`src/rtl/rv16_pkg.sv`:
```
// Shared core-wide widths and the writeback request record.
package rv16_pkg;
   localparam int XLEN     = 16;
   localparam int REG_AW   = 5;
   localparam int NUM_REGS = 32;

   typedef struct packed {
      logic [REG_AW-1:0] rd;
      logic [XLEN-1:0]   data;
   } wb_req_t;
endpackage

```
`src/rtl/wb_fifo.sv`:
```
// Small synchronous FIFO of writeback requests; head is visible combinationally.
module wb_fifo
   import rv16_pkg::*;
#(
   parameter int DEPTH = 2
) (
   input  logic    clk,
   input  logic    rst,
   input  logic    push,
   input  wb_req_t push_req,
   input  logic    pop,
   output wb_req_t head,
   output logic    full,
   output logic    empty
);
   localparam int PW = $clog2(DEPTH);
   localparam int CW = PW + 1;

   wb_req_t         mem_q [DEPTH];
   logic [PW-1:0]   wr_ptr_q, rd_ptr_q;
   logic [CW-1:0]   count_q;
   logic            do_push, do_pop;

   assign full    = (count_q == CW'(DEPTH));
   assign empty   = (count_q == '0);
   assign do_push = push && !full;
   assign do_pop  = pop && !empty;
   assign head    = mem_q[rd_ptr_q];

   // Storage carries no reset; validity is tracked solely by count_q.
   always_ff @(posedge clk) begin
      if (do_push) begin
         mem_q[wr_ptr_q] <= push_req;
      end
   end

   always_ff @(posedge clk) begin
      if (rst) begin
         wr_ptr_q <= '0;
         rd_ptr_q <= '0;
         count_q  <= '0;
      end else begin
         if (do_push) wr_ptr_q <= wr_ptr_q + PW'(1);
         if (do_pop)  rd_ptr_q <= rd_ptr_q + PW'(1);
         count_q <= count_q + CW'(do_push) - CW'(do_pop);
      end
   end
endmodule

```
`src/rtl/writeback_unit.sv`:
```
// Final pipeline stage: arbitrates ALU results against buffered load returns
// onto the register-file write port and tracks registers awaiting load data.
module writeback_unit
   import rv16_pkg::*;
#(
   parameter int LD_DEPTH   = 2,
   parameter int STARVE_MAX = 4
) (
   input  logic                clk,
   input  logic                rst,
   input  logic                alu_valid,
   input  logic [REG_AW-1:0]   alu_rd,
   input  logic [XLEN-1:0]     alu_data,
   output logic                alu_stall,
   input  logic                ld_valid,
   output logic                ld_ready,
   input  logic [REG_AW-1:0]   ld_rd,
   input  logic [XLEN-1:0]     ld_data,
   input  logic                issue_ld,
   input  logic [REG_AW-1:0]   issue_rd,
   output logic [NUM_REGS-1:0] pending_mask,
   output logic                we,
   output logic [REG_AW-1:0]   wr_addr,
   output logic [XLEN-1:0]     wr_data
);
   localparam int AW = $clog2(STARVE_MAX + 1);

   wb_req_t             head;
   logic                full, empty;
   logic                alu_xfer, ld_push, ld_pop;
   logic [AW-1:0]       age_q, age_d;
   logic [NUM_REGS-1:0] pend_q, pend_d;
   logic                we_q, we_d;
   logic [REG_AW-1:0]   addr_q, addr_d;
   logic [XLEN-1:0]     data_q, data_d;

   assign ld_ready  = !rst && !full;
   assign alu_stall = !rst && !empty && (age_q >= AW'(STARVE_MAX));
   assign alu_xfer  = alu_valid && !alu_stall;
   assign ld_push   = ld_valid && ld_ready;
   assign ld_pop    = !rst && !alu_xfer && !empty;

   wb_fifo #(.DEPTH(LD_DEPTH)) u_fifo (
      .clk      (clk),
      .rst      (rst),
      .push     (ld_push),
      .push_req ('{rd: ld_rd, data: ld_data}),
      .pop      (ld_pop),
      .head     (head),
      .full     (full),
      .empty    (empty)
   );

   always_comb begin
      we_d   = 1'b0;
      addr_d = '0;
      data_d = '0;
      if (alu_xfer) begin
         we_d   = (alu_rd != '0);
         addr_d = alu_rd;
         data_d = alu_data;
      end else if (ld_pop) begin
         we_d   = (head.rd != '0);
         addr_d = head.rd;
         data_d = head.data;
      end
   end

   always_comb begin
      age_d = age_q;
      if (empty || ld_pop) begin
         age_d = '0;
      end else if (age_q < AW'(STARVE_MAX)) begin
         age_d = age_q + AW'(1);
      end
   end

   // Set is applied after clear so a same-cycle issue to the popped register wins.
   always_comb begin
      pend_d = pend_q;
      if (ld_pop) pend_d[head.rd] = 1'b0;
      if (issue_ld && issue_rd != '0) pend_d[issue_rd] = 1'b1;
      pend_d[0] = 1'b0;
   end

   always_ff @(posedge clk) begin
      if (rst) begin
         we_q   <= 1'b0;
         addr_q <= '0;
         data_q <= '0;
         age_q  <= '0;
         pend_q <= '0;
      end else begin
         we_q   <= we_d;
         addr_q <= addr_d;
         data_q <= data_d;
         age_q  <= age_d;
         pend_q <= pend_d;
      end
   end

   assign we           = we_q;
   assign wr_addr      = addr_q;
   assign wr_data      = data_q;
   assign pending_mask = pend_q;
endmodule
```
`config.mk`:
```
export PLATFORM = sky130hd
export DESIGN_NAME = writeback_unit
export DESIGN_NICKNAME = d
export VERILOG_FILES = /design/src/rtl/rv16_pkg.sv /design/src/rtl/wb_fifo.sv /design/src/rtl/writeback_unit.sv
export SDC_FILE = /design/constraint.sdc
export NUM_CORES = 1
export LEC_CHECK = 0
export BUFFER_PORTS_ARGS = -buffer_cell sky130_fd_sc_hd__buf_2
export CELL_PAD_IN_SITES_DETAIL_PLACEMENT = 0
export CELL_PAD_IN_SITES_GLOBAL_PLACEMENT = 1
export CORE_MARGIN = 2
export CORE_UTILIZATION = 41
export CTS_CLUSTER_SIZE = 16
export DETAILED_ROUTE_END_ITERATION = 8
export GPL_ROUTABILITY_DRIVEN = 1
export PLACE_DENSITY = 0.74
export SYNTH_ARGS = -nofsm -noshare
export SYNTH_HDL_FRONTEND = slang
export SYNTH_SLANG_ARGS = --single-unit
```
`constraint.sdc`:
```
create_clock -name clk -period 3 [get_ports clk]
set_input_delay 0 -clock clk [delete_from_list [all_inputs] [get_ports clk]]
set_output_delay 0 -clock clk [all_outputs]
set_load 0.005 [all_outputs]
```
==> qor.log, run 1 <==
qor: die.num_rows 37
qor: die.dieArea 0.0112 mm2
qor: clock_tree.cts_tree done
qor: placed_design.gp_congestion 0.813
qor: clock_tree.cts.clk_slew.worst_paths 0.10 ns
qor: sta.rsz0062_at_grt no
qor: drt.postRouteAntennaNets 0
qor: sta.post_route_skew 0.0136 ns
qor: clock_tree.cts-buffers-inserted 9
qor: synth.yosys.area.top_type sky130_fd_sc_hd__edfxtp_1
qor: setup_path.setup.worst_path.class register to register
qor: flow_run.max_cap_violations 0
qor: finish.post_route_cells_drive_above_1_share 37.6%
qor: sta.worst_slew_margin 53.4%
qor: finish.final_nets 555
qor: synth.synth_compound_gate_area_share 15.3%
qor: sta.final.period_utilization 62.4%
qor: global_route.largest_net_degree_at_the_start_of_global_routing 36
qor: power_and_ir_drop.p_leak 2.18 nW
qor: finish.final_core_utilization 54.3%
qor: finish.final-seq-area 0.00248 mm2
qor: sta.worst_slack 1.13 ns
qor: drt.drt_iter0_markers 199
qor: drt.dr_total_vias 3229
qor: die.core 0.0102 mm2
qor: synth.seq_area_frac_synth 58.2%
qor: clock_tree.clockBufferDepth 2
qor: clock_tree.clock-sinks 103
qor: drt.detail_route.drc_violations 0
qor: synth.synth-main-ff-cell sky130_fd_sc_hd__dfxtp_1
qor: sta.period_minus_slack 1.87 ns
qor: synth.post_synth_xor_area_fraction 0.821%
qor: clock_tree.clk_latency 0.36 ns
qor: drt.drt_wl_total 10.4 mm
qor: power_and_ir_drop.vdd.ir_drop.worst 0.260 mV
qor: die.pin_count 108
qor: sta.max_freq 534 MHz
qor: setup_path.startpoint_type register
qor: finish.synthToLayoutAreaGrowth 30.2%
qor: placed_design.dpl.cell_count 580
qor: synth.synth.distinct_cells 47
qor: synth.post_synth_inst_count 349
qor: global_route.grt_pass1_wl 16.0 mm
qor: synth.yosys.area_share.adder 0.880%
qor: sta.timing_hold_violations_final 0
qor: sta.worst-slew-pin-transition 0.699 ns
qor: synth.synthMostInstantiatedCell sky130_fd_sc_hd__dfxtp_1
qor: synth.yosys-top-cells-count sky130_fd_sc_hd__dfxtp_1, sky130_fd_sc_hd__o21ai_1, sky130_fd_sc_hd__edfxtp_1, sky130_fd_sc_hd__nor2_1, sky130_fd_sc_hd__nor2b_1
qor: drt.drt-wirelength-per-cell 16.2 um
qor: drt.drt_pass1_iterations 4
qor: finish.num_antenna_cells 0
qor: clock_tree.cts.repair_timing.setup_buffer_count 0
qor: status.outcome complete, no violations
qor: sta.slew_violations 0
qor: hold_path.holdCritPathClass input pin to register
qor: clock_tree.clock_tree_root sky130_fd_sc_hd__clkbuf_8
qor: synth.synth.top_cells.by_area sky130_fd_sc_hd__edfxtp_1, sky130_fd_sc_hd__dfxtp_1, sky130_fd_sc_hd__o21ai_1
qor: global_route.grt_pass1_vias 3223
qor: synth.synth_mux_area_share 7.48%
qor: synth.synth_fp_nets 404
qor: die.fp.dieH 106 um
qor: placed_design.place_worst_setup_slack 1.14 ns
qor: finish.n_fill_cell 899
qor: global_route.grt_overflow 0
qor: finish.multi_input_area 0.00164 mm2
qor: die.initial_core_util 41.7%
qor: power_and_ir_drop.p_per_area 529 mW/mm2
qor: synth.yosys_register_bits 103
qor: drt.detail_route.vias_per_cell 5.04
qor: synth.ys.warnings.count 0
qor: setup_path.critPathRequiredTime 3.29 ns
qor: finish.fin_cells 641
qor: synth.synth-simple-area-share 13.8%
qor: synth.synth_top_family_by_area compound AO/OA/AOI/OAI gates
qor: sta.total_negative_setup_slack 0 ns
qor: sta.final-setup-viol-count 0
qor: die.die_width 106 um
qor: setup_path.timing.critical_path.arrival 2.16 ns
qor: clock_tree.resize_count_post_cts 0
qor: placed_design.io_buffers 106
qor: synth.synth_edf_count 42
qor: synth.async_reset_ff_share 0%
qor: placed_design.hpwl 6.95 mm
qor: synth.synth.cell_area 0.00427 mm2
qor: clock_tree.htree_levels 3
qor: setup_path.critPathCaptureType register
qor: global_route.antenna_found_initial 0
qor: setup_path.timing.critical_path.fanout_max 15
qor: synth.post_syn_area_per_cell 12.2 um2
qor: global_route.grt_usage 18.5%
qor: synth.netlist.area_leader.share 29.6%
[final cells by class]
| type | count | area share [%] |
|---|---|---|
| Multi-Input combinational cell | 225 | 29.5 |
| Clock buffer | 9 | 2.23 |
| Sequential cell | 103 | 44.7 |
| Tap cell | 136 | 3.07 |
| Inverter | 3 | 0.203 |
| Timing Repair Buffer | 158 | 18.6 |
| Clock inverter | 7 | 1.65 |
[report_power, final]
| part | switching (mW) | internal, mW | leakage, nW |
|---|---|---|---|
| registers | 0.0400 | 1.53 | 0.882 |
| clock network | 0.511 | 0.405 | 0.105 |
| logic | 0.235 | 0.215 | 1.20 |
[cell usage in the layout (no fill, tap or decap), types with 2 or more instances in the layout]
master and instances:
sky130_fd_sc_hd__o21ai_2 2, sky130_fd_sc_hd__dfxtp_1 61, sky130_fd_sc_hd__clkinv_4 2, sky130_fd_sc_hd__mux2i_1 2, sky130_fd_sc_hd__nand3_1 5, sky130_fd_sc_hd__and2_1 5
sky130_fd_sc_hd__nand2b_1 2, sky130_fd_sc_hd__buf_4 7, sky130_fd_sc_hd__dlygate4sd3_1 45, sky130_fd_sc_hd__mux2_2 20, sky130_fd_sc_hd__mux2i_4 2, sky130_fd_sc_hd__nand4_2 3
sky130_fd_sc_hd__inv_1 3, sky130_fd_sc_hd__clkbuf_8 9, sky130_fd_sc_hd__o21ai_0 4, sky130_fd_sc_hd__xnor2_1 3, sky130_fd_sc_hd__o21ai_1 49, sky130_fd_sc_hd__buf_2 106
sky130_fd_sc_hd__edfxtp_1 42, sky130_fd_sc_hd__ha_1 3, sky130_fd_sc_hd__nor2b_1 27, sky130_fd_sc_hd__a22oi_2 19, sky130_fd_sc_hd__nand2_1 7, sky130_fd_sc_hd__nand3b_1 2
sky130_fd_sc_hd__nand3_2 6, sky130_fd_sc_hd__a21oi_1 13, sky130_fd_sc_hd__a22oi_1 2, sky130_fd_sc_hd__nor2_1 28, sky130_fd_sc_hd__nand4b_1 2
[metal layers]
metal	routed length, um	up-vias	GRT usage, %
met3	452	4	3.74
met5	0	-	0
li1	-	1566	-
met4	53	0	4.61
met2	5220	79	32.2
met1	4630	1580	23.6
[stage by stage]
stage                     power [mW]  hold slack [ns]  instance area, um2
after floorplan                 1.88           0.0989                4270
after global placement          2.00            0.190                4890
after detailed placement        2.01            0.194                4890
after CTS                       2.96          0.00725                5550
after global routing            3.06          0.00935                5550
final                           2.94           0.0310                5550
[worst max-delay path: stages (launching register included)]
cell                      delay (ns)
sky130_fd_sc_hd__dfxtp_1        0.79
sky130_fd_sc_hd__buf_4          0.31
sky130_fd_sc_hd__mux2_4         0.36
sky130_fd_sc_hd__o21ai_2        0.11
sky130_fd_sc_hd__o21ai_1        0.10
sky130_fd_sc_hd__a21oi_1        0.14
[repair_timing]
item / in CTS / in global routing
hold buffers: 45 / 0
endpoints found under the hold margin: 68 / 0
setup endpoints to repair: 0 / 0
[state kept, by name, summed over array words and instances, names as in the netlist, named ones only]
signal / flops
age_q: 3
pending_mask: 31
u_fifo.count_q: 2
u_fifo.mem_q: 42
u_fifo.rd_ptr_q: 1
u_fifo.wr_ptr_q: 1
we: 1
wr_addr: 5
wr_data: 16
[cells by family after synthesis]
logic type,count (synthesis)
flip-flops,103
AND/OR/NAND/NOR,98
AO/OA/AOI/OAI,93
multiplexers,26
buffers and inverters,21
XOR/XNOR,4
adder cells (fa/ha/maj),3
other,1
[final timing paths]
check / startpoint / end / slack, ns / cells after the start
worst min-delay path: issue_rd[4] / pending_mask[18] / 0.03 / 3
worst max-delay path: register / pending_mask[28] / 1.13 / 5
worst max register to register: register / pending_mask[28] / 1.13 / 5
worst min register to register: age_q[0] / age_q[0] / 0.43 / 1
Power figures use the tool's default switching activity.
==> run 2, diff against run 1 <==
==> constraint.sdc (replaced) <==
create_clock -name clk -period 1.95 [get_ports clk]
set_input_delay 0 -clock clk [delete_from_list [all_inputs] [get_ports clk]]
set_output_delay 0 -clock clk [all_outputs]
set_load 0.005 [all_outputs]
==> qor.log, run 2 (same netlist as run 1, synthesis figures left out) <==
qor: clock_tree.resize_count_post_cts 0 [unchanged]
qor: clock_tree.clock-sinks 103 [unchanged]
qor: sta.total_negative_setup_slack 0 ns [unchanged]
qor: sta.max_freq 608 MHz [+14%]
qor: clock_tree.ctsHoldBuffers 45 [unchanged]
qor: setup_path.r2r_start u_fifo.count_q[1]
qor: setup_path.path_delay_family adder cells
qor: sta.period_minus_slack 1.64 ns [-0.227 ns]
qor: finish.num_antenna_cells 0 [unchanged]
qor: global_route.grt_usage 19.4% [+0.87 points]
qor: global_route.grt_pass1_vias 3240 [+0.53%]
qor: placed_design.io_buffers 106 [unchanged]
qor: setup_path.cp_num_cells 6 [+1]
qor: clock_tree.cts-buffers-inserted 9 [unchanged]
qor: die.fp.dieH 106 um [unchanged]
qor: power_and_ir_drop.share_seq_of_total_power 54.3% [+0.8 points]
qor: finish.n_fill_cell 895 [-0.44%]
qor: drt.drt_wl_total 10.2 mm [-1.2%]
qor: setup_path.cp_slowest_cell sky130_fd_sc_hd__dfxtp_1
qor: setup_path.crit_top_cell sky130_fd_sc_hd__ha_1
qor: sta.final-setup-viol-count 0 [unchanged]
qor: placed_design.hpwl 7.11 mm [+2.3%]
qor: finish.fin_cells 646 [+0.78%]
qor: sta.worst-slew-pin-transition 0.509 ns [-0.189 ns]
qor: clock_tree.clk_latency 0.37 ns [about the same]
qor: power_and_ir_drop.power.share.combinational 16.4% [+1.1 points]
qor: setup_path.critPathCaptureType register
qor: clock_tree.cts.repair_timing.setup_buffer_count 0 [unchanged]
qor: setup_path.timing.critical_path.fanout_max 8 [-7]
qor: clock_tree.clock_tree_root sky130_fd_sc_hd__clkbuf_8
qor: setup_path.timing.critical_path.slowest_cell_delay 0.37 ns [-0.42 ns]
qor: placed_design.gp_congestion 0.754 [-7.2%]
qor: drt.detail_route.vias_per_cell 4.96 [-1.5%]
qor: power_and_ir_drop.p_leak 2.20 nW [+0.76%]
qor: die.core 0.0102 mm2 [unchanged]
qor: sta.post_route_skew 0.0124 ns [-0.00121 ns]
qor: setup_path.reg2reg_path_depth 6 [+1]
qor: setup_path.setup.worst_path.class register to register
qor: hold_path.hold-path-cell-count 3 [unchanged]
qor: clock_tree.cts_tree done
qor: flow_run.max_cap_violations 0 [unchanged]
qor: die.pin_count 108 [unchanged]
qor: setup_path.worstPathBufferInverterCount 1 [unchanged]
qor: setup_path.startpoint_type register
qor: power_and_ir_drop.vdd.ir_drop.worst 0.447 mV [+72%]
qor: setup_path.critPathRequiredTime 2.20 ns [-1.09 ns]
qor: hold_path.worstHoldStart issue_rd[3]
qor: hold_path.hold-path-endpoint pending_mask[12]
qor: hold_path.holdCritPathClass input pin to register
qor: power_and_ir_drop.p_clk_share 29.3% [-1.9 points]
qor: die.dieArea 0.0112 mm2 [unchanged]
qor: drt.drt-wirelength-per-cell 15.8 um [-2.0%]
qor: drt.dr_total_vias 3205 [-0.74%]
qor: sta.worst_slew_margin 65.9% [+13 points]
qor: power_and_ir_drop.power.switching 1.13 mW [+44%]
qor: finish.layout_common_cells sky130_fd_sc_hd__buf_2, sky130_fd_sc_hd__dfxtp_1, sky130_fd_sc_hd__o21ai_1, sky130_fd_sc_hd__dlygate4sd3_1, sky130_fd_sc_hd__edfxtp_1
qor: sta.slew_violations 0 [unchanged]
qor: status.outcome complete, no violations
qor: placed_design.dpl.cell_count 585 [+0.86%]
qor: drt.postRouteAntennaNets 0 [unchanged]
qor: finish.final_nets 560 [+0.90%]
qor: die.initial_core_util 41.7% [unchanged]
qor: sta.final.period_utilization 84.3% [+22 points]
qor: power_and_ir_drop.p_per_area 793 mW/mm2 [+50%]
qor: global_route.largest_net_degree_at_the_start_of_global_routing 28 [-22%]
qor: setup_path.setup.reg_to_reg.worst_slack 0.31 ns [-0.82 ns]
qor: finish.synthToLayoutAreaGrowth 30.6%
qor: die.die_width 106 um [unchanged]
qor: finish.post_route_cells_drive_above_1_share 37.6% [about the same]
qor: setup_path.timing.critical_path.arrival 1.89 ns [-0.27 ns]
qor: setup_path.reg2reg_to u_fifo.count_q[0]
qor: global_route.grt_pass1_wl 16.7 mm [+3.9%]
qor: drt.detail_route.drc_violations 0 [unchanged]
qor: power_and_ir_drop.netSwitchingFraction 25.6% [-1.2 points]
qor: die.num_rows 37 [unchanged]
qor: clock_tree.cts.clk_slew.worst_paths 0.09 ns [about the same]
qor: global_route.antenna_found_initial 0 [unchanged]
qor: power_and_ir_drop.p_int 3.29 mW [+53%]
qor: clock_tree.htree_levels 3 [unchanged]
qor: finish.register_with_the_highest_flop_count u_fifo.mem_q
qor: finish.most_frequent_standard_cell_in_the_layout_excluding_fill_and_tap_cells sky130_fd_sc_hd__buf_2
qor: clock_tree.clockBufferDepth 2 [unchanged]
qor: sta.rsz0062_at_grt no
qor: sta.timing_hold_violations_final 0 [unchanged]
qor: global_route.grt_overflow 0 [unchanged]
qor: drt.drt_pass1_iterations 4 [unchanged]
qor: setup_path.worstPathCellList o21ba_4 > and2_1 > ha_1 > inv_1 > ha_1 > nor2b_1
qor: drt.drt_iter0_markers 118 [-41%]
qor: finish.max_reg_flops 42 [unchanged]
run 2: cell types whose count changed in the layout (fill, tap and decap cells not counted), sizes merged:
cell | before | now
buf | 113 | 118
clkbuf | 9 | 11
inv | 5 | 3
run 2: routing by layer:
metal	global-route usage (%)	up-vias	wire length, um
met5	0	-	0
met4	5.45	0	135
met3	4.66	11	586
met2	32.9	93	5030
met1	24.7	1526	4480
li1	-	1575	-
run 2: worst max path at each step:
stage | slack (ns) | from | endpoint
finish | 0.31 | u_fifo.count_q[1] | u_fifo.count_q[0]
global route | 0.21 | register | pending_mask[26]
global placement | 0.35 | u_fifo.count_q[1] | u_fifo.count_q[0]
floorplan | 0.13 | u_fifo.count_q[1] | u_fifo.count_q[0]
CTS | 0.30 | u_fifo.count_q[1] | u_fifo.count_q[0]
detailed placement | 0.32 | u_fifo.count_q[1] | u_fifo.count_q[0]
run 2: stage by stage:
stage	worst slack (ns)	hold WS [ns]	utilization [%]	area (um2)	power [mW]
floorplan	0.133	0.0989	-	4270	2.90
global placement	0.348	0.190	48.2	4940	3.09
detailed placement	0.319	0.192	48.2	4940	3.11
finish	0.306	0.0336	54.4	5570	4.41
CTS	0.299	0.00469	54.4	5570	4.46
global route	0.212	0.0354	54.4	5570	4.62
run 2: tightest hold or removal path, cell delays in order:
cell                      delay (ns)
sky130_fd_sc_hd__buf_2          0.13
sky130_fd_sc_hd__nand3_1        0.15
sky130_fd_sc_hd__o21ai_1        0.07
run 2: power groups by stage:
stage / clock (mW) / combinational (mW) / sequential [mW]
finish: 1.29 / 0.724 / 2.40
global route: 1.41 / 0.797 / 2.41
CTS: 1.33 / 0.730 / 2.40
detailed placement: 0 / 0.659 / 2.45
global placement: 0 / 0.649 / 2.44
floorplan: 0 / 0.450 / 2.45
run 2: cell type report:
cell class	instances	area, um2	area share, %
multi-input combinational	225	1640	29.4
clock buffer	11	131	2.36
timing repair buffer	163	1080	19.5
inverter	3	11.3	0.202
sequential	103	2480	44.6
clock inverter	5	51.3	0.921
tap	136	170	3.06
